File: config.mk
export PLATFORM = sky130hd
export DESIGN_NAME = icache_fill_ctrl_flat
export DESIGN_NICKNAME = d
export VERILOG_FILES = /design/src/rtl/icache_fill_ctrl_if.sv /design/src/rtl/icache_fill_ctrl.sv /design/src/flat_wrapper.sv
export SDC_FILE = /design/constraint.sdc
export NUM_CORES = 2
export LEC_CHECK = 0
export ABC_AREA = 0
export CORE_MARGIN = 2
export CORE_UTILIZATION = 40
export CTS_CLUSTER_SIZE = 12
export DETAILED_ROUTE_END_ITERATION = 16
export PLACE_DENSITY_LB_ADDON = 0.12
export SETUP_SLACK_MARGIN = 0.4
export SYNTH_ARGS = -nofsm -noshare
export SYNTH_HDL_FRONTEND = slang
export SYNTH_SLANG_ARGS = --single-unit
File: constraint.sdc
create_clock -name CLK -period 6.2 [get_ports CLK]
set_input_delay 1.24 -clock CLK [delete_from_list [all_inputs] [get_ports CLK]]
set_output_delay 1.24 -clock CLK [all_outputs]
set_load 0.03 [all_outputs]
File: src/rtl/icache_fill_ctrl_if.sv
// icache_fill_ctrl_if -- fetch-side and memory-side signals of the I-cache.
//   slave  : the cache (answers imem requests, issues iREN/iaddr reads)
//   master : the environment (fetch stage + memory arbiter)
// Fetch side : imemREN, imemaddr -> ihit, imemload
// Memory side: iREN, iaddr -> iload, iwait
// Control    : inval (drop every valid bit)
interface icache_fill_ctrl_if #(
  parameter int ADDR_W = 32,
  parameter int DATA_W = 32
);
  logic              imemREN;
  logic [ADDR_W-1:0] imemaddr;
  logic              ihit;
  logic [DATA_W-1:0] imemload;
  logic              iREN;
  logic [ADDR_W-1:0] iaddr;
  logic [DATA_W-1:0] iload;
  logic              iwait;
  logic              inval;

  modport slave (
    input  imemREN, imemaddr, iload, iwait, inval,
    output ihit, imemload, iREN, iaddr
  );

  modport master (
    output imemREN, imemaddr, iload, iwait, inval,
    input  ihit, imemload, iREN, iaddr
  );
endinterface

File: src/rtl/icache_fill_ctrl.sv
// icache_fill_ctrl -- direct-mapped I-cache, SETS lines of WPB words, with a
// two-state miss/fill sequencer.
//   CLK  : clock, rising edge
//   nRST : synchronous active-low reset
//   bus  : icache_fill_ctrl_if.slave (fetch request/response, memory read
//          port, whole-cache invalidate)
// Hits are combinational. A miss latches tag/idx and fetches the block one
// word at a time; the line becomes valid only after its last word lands.
module icache_fill_ctrl #(
  parameter int SETS   = 16,
  parameter int WPB    = 2,
  parameter int ADDR_W = 32,
  parameter int DATA_W = 32
) (
  input  logic                CLK,
  input  logic                nRST,
  icache_fill_ctrl_if.slave   bus
);
  localparam int OFF_W = $clog2(WPB);
  localparam int IDX_W = $clog2(SETS);
  localparam int TAG_W = ADDR_W - IDX_W - OFF_W - 2;
  // Word counter keeps one bit even for single-word blocks.
  localparam int CNT_W = (OFF_W > 0) ? OFF_W : 1;

  typedef enum logic {IDLE, FILL} state_t;
  state_t state, state_nxt;

  logic [TAG_W-1:0]  req_tag, ltag;
  logic [IDX_W-1:0]  req_idx, lidx;
  logic [CNT_W-1:0]  req_off, cnt;
  logic [ADDR_W-1:0] fill_addr;
  logic [DATA_W-1:0] rd_word;
  logic              hit_raw, last_beat, miss_start, fill_we;
  logic              addr_unused;

  logic [SETS-1:0]                       line_valid, line_clr, line_we, line_done;
  logic [SETS-1:0][TAG_W-1:0]            line_tag;
  logic [SETS-1:0][WPB-1:0][DATA_W-1:0]  line_data;

  assign req_tag     = bus.imemaddr[ADDR_W-1 -: TAG_W];
  assign req_idx     = bus.imemaddr[OFF_W+2 +: IDX_W];
  assign addr_unused = ^bus.imemaddr[1:0];

  generate
    if (OFF_W > 0) begin : g_off
      assign req_off   = bus.imemaddr[2 +: OFF_W];
      assign fill_addr = {ltag, lidx, cnt, 2'b00};
    end else begin : g_nooff
      assign req_off   = '0;
      assign fill_addr = {ltag, lidx, 2'b00};
    end
  endgenerate

  assign hit_raw   = line_valid[req_idx] && (line_tag[req_idx] == req_tag);
  assign last_beat = (cnt == CNT_W'(WPB - 1));

  always_comb begin
    rd_word = '0;
    for (int w = 0; w < WPB; w++)
      if (req_off == CNT_W'(w)) rd_word = line_data[req_idx][w];
  end
  assign bus.imemload = rd_word;

  // State register
  always_ff @(posedge CLK) begin
    if (!nRST) state <= IDLE;
    else       state <= state_nxt;
  end

  // Next-state logic; inval wins over everything, including the last beat.
  always_comb begin
    state_nxt = state;
    case (state)
      IDLE: if (bus.imemREN && !hit_raw && !bus.inval) state_nxt = FILL;
      FILL: if (bus.inval || (!bus.iwait && last_beat)) state_nxt = IDLE;
      default: state_nxt = IDLE;
    endcase
  end

  // Output logic
  always_comb begin
    bus.ihit   = 1'b0;
    bus.iREN   = 1'b0;
    bus.iaddr  = '0;
    miss_start = 1'b0;
    fill_we    = 1'b0;
    case (state)
      IDLE: begin
        bus.ihit   = bus.imemREN && hit_raw && !bus.inval;
        miss_start = bus.imemREN && !hit_raw && !bus.inval;
      end
      FILL: begin
        bus.iREN  = 1'b1;
        bus.iaddr = fill_addr;
        // A beat landing together with inval is thrown away.
        fill_we   = !bus.iwait && !bus.inval;
      end
      default: ;
    endcase
  end

  // Miss address latch and beat counter
  always_ff @(posedge CLK) begin
    if (!nRST) begin
      ltag <= '0;
      lidx <= '0;
      cnt  <= '0;
    end else begin
      if (miss_start) begin
        ltag <= req_tag;
        lidx <= req_idx;
        cnt  <= '0;
      end
      if (state == FILL) begin
        if (bus.inval)       cnt <= '0;
        else if (!bus.iwait) cnt <= last_beat ? '0 : cnt + CNT_W'(1);
      end
    end
  end

  // Per-line strobes: clear on miss entry, write per beat, commit on last beat.
  always_comb begin
    for (int s = 0; s < SETS; s++) begin
      line_clr[s]  = miss_start && (req_idx == IDX_W'(s));
      line_we[s]   = fill_we && (lidx == IDX_W'(s));
      line_done[s] = fill_we && last_beat && (lidx == IDX_W'(s));
    end
  end

  generate
    for (genvar s = 0; s < SETS; s++) begin : g_line
      icache_line #(
        .TAG_W (TAG_W),
        .DATA_W(DATA_W),
        .WPB   (WPB),
        .CNT_W (CNT_W)
      ) u_line (
        .clk      (CLK),
        .rst_n    (nRST),
        .inval    (bus.inval),
        .clr      (line_clr[s]),
        .we       (line_we[s]),
        .fill_done(line_done[s]),
        .off      (cnt),
        .wdata    (bus.iload),
        .tag_in   (ltag),
        .valid    (line_valid[s]),
        .tag      (line_tag[s]),
        .data     (line_data[s])
      );
    end
  endgenerate
endmodule

// icache_line -- one cache line: valid bit, tag, WPB data words.
//   inval/clr drop the valid bit; we writes word 'off'; fill_done commits
//   tag and sets valid. Reset zeroes everything.
module icache_line #(
  parameter int TAG_W  = 25,
  parameter int DATA_W = 32,
  parameter int WPB    = 2,
  parameter int CNT_W  = 1
) (
  input  logic                        clk,
  input  logic                        rst_n,
  input  logic                        inval,
  input  logic                        clr,
  input  logic                        we,
  input  logic                        fill_done,
  input  logic [CNT_W-1:0]            off,
  input  logic [DATA_W-1:0]           wdata,
  input  logic [TAG_W-1:0]            tag_in,
  output logic                        valid,
  output logic [TAG_W-1:0]            tag,
  output logic [WPB-1:0][DATA_W-1:0]  data
);
  always_ff @(posedge clk) begin
    if (!rst_n) begin
      valid <= 1'b0;
      tag   <= '0;
      data  <= '0;
    end else begin
      if (inval || clr)   valid <= 1'b0;
      else if (fill_done) valid <= 1'b1;
      if (fill_done) tag <= tag_in;
      for (int w = 0; w < WPB; w++)
        if (we && off == CNT_W'(w)) data[w] <= wdata;
    end
  end
endmodule

File: src/flat_wrapper.sv
// flat-port wrapper written by rule: the top's interface ports become plain ports
module icache_fill_ctrl_flat 
#(
  parameter int SETS   = 16,
  parameter int WPB    = 2,
  parameter int ADDR_W = 32,
  parameter int DATA_W = 32
)
  (CLK, nRST, bus_imemREN, bus_imemaddr, bus_iload, bus_iwait, bus_inval, bus_ihit, bus_imemload, bus_iREN, bus_iaddr);
  icache_fill_ctrl_if #(.ADDR_W(ADDR_W), .DATA_W(DATA_W)) bus_i ();
  input  logic CLK;
  input  logic nRST;
  input wire logic [$bits(bus_i.imemREN)-1:0] bus_imemREN;
  input wire logic [$bits(bus_i.imemaddr)-1:0] bus_imemaddr;
  input wire logic [$bits(bus_i.iload)-1:0] bus_iload;
  input wire logic [$bits(bus_i.iwait)-1:0] bus_iwait;
  input wire logic [$bits(bus_i.inval)-1:0] bus_inval;
  output wire logic [$bits(bus_i.ihit)-1:0] bus_ihit;
  output wire logic [$bits(bus_i.imemload)-1:0] bus_imemload;
  output wire logic [$bits(bus_i.iREN)-1:0] bus_iREN;
  output wire logic [$bits(bus_i.iaddr)-1:0] bus_iaddr;
  assign bus_i.imemREN = bus_imemREN;
  assign bus_i.imemaddr = bus_imemaddr;
  assign bus_i.iload = bus_iload;
  assign bus_i.iwait = bus_iwait;
  assign bus_i.inval = bus_inval;
  assign bus_ihit = bus_i.ihit;
  assign bus_imemload = bus_i.imemload;
  assign bus_iREN = bus_i.iREN;
  assign bus_iaddr = bus_i.iaddr;
  icache_fill_ctrl #(.SETS(SETS), .WPB(WPB), .ADDR_W(ADDR_W), .DATA_W(DATA_W)) u_core (.CLK(CLK), .nRST(nRST), .bus(bus_i));
endmodule
==> impl_metrics.sql <==
INSERT INTO impl_metrics (metric_group, metric, value, unit) VALUES
('detailed_routing', 'detail_route.drc_violations', '0', ''),
('sta', 'relative_slew_slack', '0.206', ''),
('floorplan', 'die_width', '414', 'um'),
('placement', 'dpl_cell_area', '71000', 'um2'),
('global_routing', 'globalRouteOverflowTotal', '0', ''),
('logic_synthesis', 'synth.ff_latch_count', '1471', ''),
('sta', 'finalMaxSlewViolations', '0', ''),
('clock_tree', 'cts_buffers', '166', ''),
('global_routing', 'global_route_wire_length_before_repair', '353000', 'um'),
('logic_synthesis', 'synth-compound-area-share', '0.179', ''),
('logic_synthesis', 'synth_area', '67300', 'um2'),
('pwr', 'static-leakage-power', '24.7', 'nW'),
('setup_path', 'crit_path_cells', 'buf_16, mux4_1, mux2_2, a22oi_1, xor2_1, nand3_1, or4_4, or3_1, nor2_2, buf_4, buf_12', ''),
('clock_tree', 'clk_pin_slew_worst_paths', '60', 'ps'),
('layout', 'layout_common_cells', '2930 x sky130_fd_sc_hd__nand2_1, 1470 x sky130_fd_sc_hd__dfxtp_1, 1425 x sky130_fd_sc_hd__a21boi_0, 383 x sky130_fd_sc_hd__mux4_2, 171 x sky130_fd_sc_hd__buf_4', ''),
('setup_path', 'cp.arrival', '4510', 'ps'),
('global_routing', 'grt.total_usage', '0.273', ''),
('clock_tree', 'cts.sinks', '1471', ''),
('placement', 'dp.final_hpwl', '132000', 'um'),
('setup_path', 'critical_path.slowest_cell', 'sky130_fd_sc_hd__mux4_1', ''),
('logic_synthesis', 'synth_top_flop_cell', 'sky130_fd_sc_hd__dfxtp_1', ''),
('setup_path', 'critPathKind', 'input port to output pin', ''),
('clock_tree', 'cts_tree', 'built', ''),
('global_routing', 'grt_max_degree', '214', ''),
('setup_path', 'critPathLaunchType', 'input port', ''),
('sta', 'layout_skew', '52.8', 'ps'),
('setup_path', 'critical_path_peak_fanout', '18', ''),
('sta', 'hold_viol_final', '0', ''),
('clock_tree', 'postCtsSetupBuffers', '0', ''),
('sta', 'timing_worst_slew_pin_value', '1190', 'ps'),
('global_routing', 'antenna_violations_before_repair', '3', ''),
('setup_path', 'worstPathRequired', '4960', 'ps'),
('floorplan', 'rows', '150', ''),
('placement', 'gpl.final_weighted_congestion', '0.835', ''),
('sta', 'setup_viol_count_final', '0', ''),
('layout', 'layout.cells.most_common', 'sky130_fd_sc_hd__nand2_1', ''),
('layout', 'area_growth_syn_to_layout', '13.9', '%'),
('outcome', 'status', 'finished, final reports clean', ''),
('worst_hold_path', 'worstHoldPathType', 'flop to flop', ''),
('global_routing', 'first_global_vias', '52300', ''),
('pwr', 'pwr_density_cell', '271', 'nW/um2'),
('layout', 'layout-drive-gt1-share', '0.135', ''),
('logic_synthesis', 'post_synth_inst_count', '7593', ''),
('sta', 'fmax', '0.174', 'GHz'),
('clock_tree', 'insertion_delay', '830', 'ps'),
('setup_path', 'slowest_delay', '570', 'ps'),
('detailed_routing', 'vias_per_cell', '5.60', ''),
('clock_tree', 'clockRootBuffer', 'sky130_fd_sc_hd__clkbuf_16', ''),
('sta', 'finalCritPeriodShare', '0.927', ''),
('logic_synthesis', 'post_synth_xor_area_fraction', '0.00364', ''),
('placement', 'place.port_buffers', '130', ''),
('layout', 'number_of_nets_in_the_final_layout', '7415', ''),
('logic_synthesis', 'ys_async_sr_fraction', '0', ''),
('logic_synthesis', 'ys_warn_count', '0', ''),
('logic_synthesis', 'post_synth_fa_ha_maj_area_fraction', '0', ''),
('floorplan', 'chipHeight', '414', 'um'),
('logic_synthesis', 'synth.yosys.seq_area_share', '0.437', ''),
('setup_path', 'worst-path-buf-inv', '3', ''),
('floorplan', 'core_area', '167000', 'um2'),
('clock_tree', 'h-tree-depth', '4', ''),
('detailed_routing', 'routedWlPerCell', '24.8', 'um'),
('setup_path', 'critPathTopFamily', 'simple AND/OR/NAND/NOR gates', ''),
('floorplan', 'start_util', '0.403', ''),
('pwr', 'worst_ir_drop_vdd', '202', 'uV'),
('detailed_routing', 'drt_first_pass_iters', '6', ''),
('layout', 'final_area', '76700', 'um2'),
('floorplan', 'ioPinCount', '135', ''),
('flow_run', 'timing.max_cap.violations', '0', ''),
('sta', 'finalWorstPathRequiredPeriod', '5750', 'ps'),
('sta', 'tns', '0', 'ps'),
('setup_path', 'r2r_slack', '2570', 'ps');
where the power goes:
| group | switching [W] | leakage, nW | total [W] | internal (W) |
|---|---|---|---|---|
| Clock | 0.00424 | 2.77 | 0.0102 | 0.00591 |
| Sequential | 0.0000942 | 11.8 | 0.00957 | 0.00947 |
| Combinational | 0.000656 | 10.1 | 0.00107 | 0.000413 |
| Total | 0.00499 | 24.7 | 0.0208 | 0.0158 |
cells in the mapped netlist, types with 3 or more instances:
master / instances / area share
sky130_fd_sc_hd__o22ai_1: 11 / 0.0010
sky130_fd_sc_hd__nand3_1: 9 / 0.00067
sky130_fd_sc_hd__buf_4: 11 / 0.0012
sky130_fd_sc_hd__nor3_1: 17 / 0.0013
sky130_fd_sc_hd__nor4_1: 10 / 0.00093
sky130_fd_sc_hd__o2111ai_1: 32 / 0.0042
sky130_fd_sc_hd__a221oi_1: 7 / 0.00091
sky130_fd_sc_hd__buf_2: 36 / 0.0027
sky130_fd_sc_hd__mux2i_1: 81 / 0.012
sky130_fd_sc_hd__nand2_1: 2962 / 0.17
sky130_fd_sc_hd__or2_2: 5 / 0.00046
sky130_fd_sc_hd__nor2_1: 55 / 0.0031
sky130_fd_sc_hd__o21ai_0: 54 / 0.0040
sky130_fd_sc_hd__a22oi_1: 23 / 0.0026
sky130_fd_sc_hd__xor2_1: 13 / 0.0017
sky130_fd_sc_hd__a21oi_1: 17 / 0.0013
sky130_fd_sc_hd__nor3b_1: 3 / 0.00033
sky130_fd_sc_hd__buf_6: 18 / 0.0030
sky130_fd_sc_hd__a211oi_1: 5 / 0.00056
sky130_fd_sc_hd__nor2b_1: 9 / 0.00084
sky130_fd_sc_hd__o32ai_1: 3 / 0.00039
sky130_fd_sc_hd__and2_1: 33 / 0.0031
sky130_fd_sc_hd__a21boi_0: 1425 / 0.16
sky130_fd_sc_hd__mux4_2: 383 / 0.13
sky130_fd_sc_hd__mux2_2: 46 / 0.0077
sky130_fd_sc_hd__a21oi_2: 9 / 0.0012
sky130_fd_sc_hd__or4_1: 29 / 0.0032
sky130_fd_sc_hd__or3_1: 4 / 0.00037
sky130_fd_sc_hd__buf_1: 32 / 0.0018
sky130_fd_sc_hd__dfxtp_1: 1471 / 0.44
sky130_fd_sc_hd__mux4_1: 3 / 0.0012
sky130_fd_sc_hd__inv_1: 5 / 0.00028
sky130_fd_sc_hd__xnor2_1: 15 / 0.0020
sky130_fd_sc_hd__nand2b_1: 11 / 0.0010
sky130_fd_sc_hd__clkbuf_1: 667 / 0.037
sky130_fd_sc_hd__a21o_1: 3 / 0.00033
sky130_fd_sc_hd__and3_1: 36 / 0.0033
metrics by stage:
stage | instances | setup WS, ps | power [W] | util | hold WS, ps
3_3_place_gp | 9381 | 106 | 0.0108 | 0.424 | 447
6_report | 9687 | 450 | 0.0208 | 0.459 | 459
4_1_cts | 9681 | 459 | 0.0209 | 0.458 | 462
2_1_floorplan | 7594 | 631 | 0.0104 | - | 439
5_1_grt | 9682 | 417 | 0.0214 | 0.459 | 474
3_5_place_dp | 9381 | 100 | 0.0108 | 0.424 | 453
per-layer routing:
layer	up-vias	wire [um]	global-route usage
met1	27000	104000	0.366
li1	25100	-	-
met5	-	0	0
met2	1808	115000	0.454
met4	0	7240	0.0873
met3	403	14000	0.0354
worst paths after layout:
kind                                                       from                              end  depth (start not counted)
worst max-delay path                            bus_imemaddr[3]                         bus_ihit                         11
worst min-delay path            u_core.g_line[6].u_line.tag[18]  u_core.g_line[6].u_line.tag[18]                          2
worst max register to register                     u_core.state  u_core.g_line[4].u_line.tag[10]                          7
worst min register to register  u_core.g_line[6].u_line.tag[18]  u_core.g_line[6].u_line.tag[18]                          2
registers in the layout, summed over array words and instances (netlist names):
name / cells
u_core.cnt: 1
u_core.g_line.u_line.data: 1024
u_core.ltag: 25
u_core.g_line.u_line.tag: 400
u_core.lidx: 4
u_core.g_line.u_line.valid: 16
u_core.state: 1
final cells by class:
type | instances | area, um2
tap | 2204 | 2760
multi-input combinational | 5354 | 35200
timing repair buffer | 348 | 3580
clock inverter | 44 | 652
sequential | 1471 | 29400
inverter | 5 | 23.8
clock buffer | 255 | 4990
fill | 15800 | 90500
antenna | 6 | 15.0
logic make-up after synthesis:
| family | Yosys count |
|---|---|
| other | 1 |
| buffers and inverters | 769 |
| AOI/OAI and AO/OA | 1616 |
| muxes | 513 |
| DFF | 1471 |
| and+or+nand+nor | 3195 |
| xor gates and xnor gates | 28 |
worst register-to-register path: cells and delay by family, from the launching register on:
kind                   cells  cell delay (ps)
and+or+nand+nor            4             1920
DFF                        1              810
buffers and inverters      2              640
AOI/OAI and AO/OA          1              170
timing repair:
action	in CTS	in global routing
resized for setup	5	5
hold buffers	0	0
gates cloned	1	0
setup endpoints to repair	1	1
Note: power is estimated with default switching activity, not from simulation.
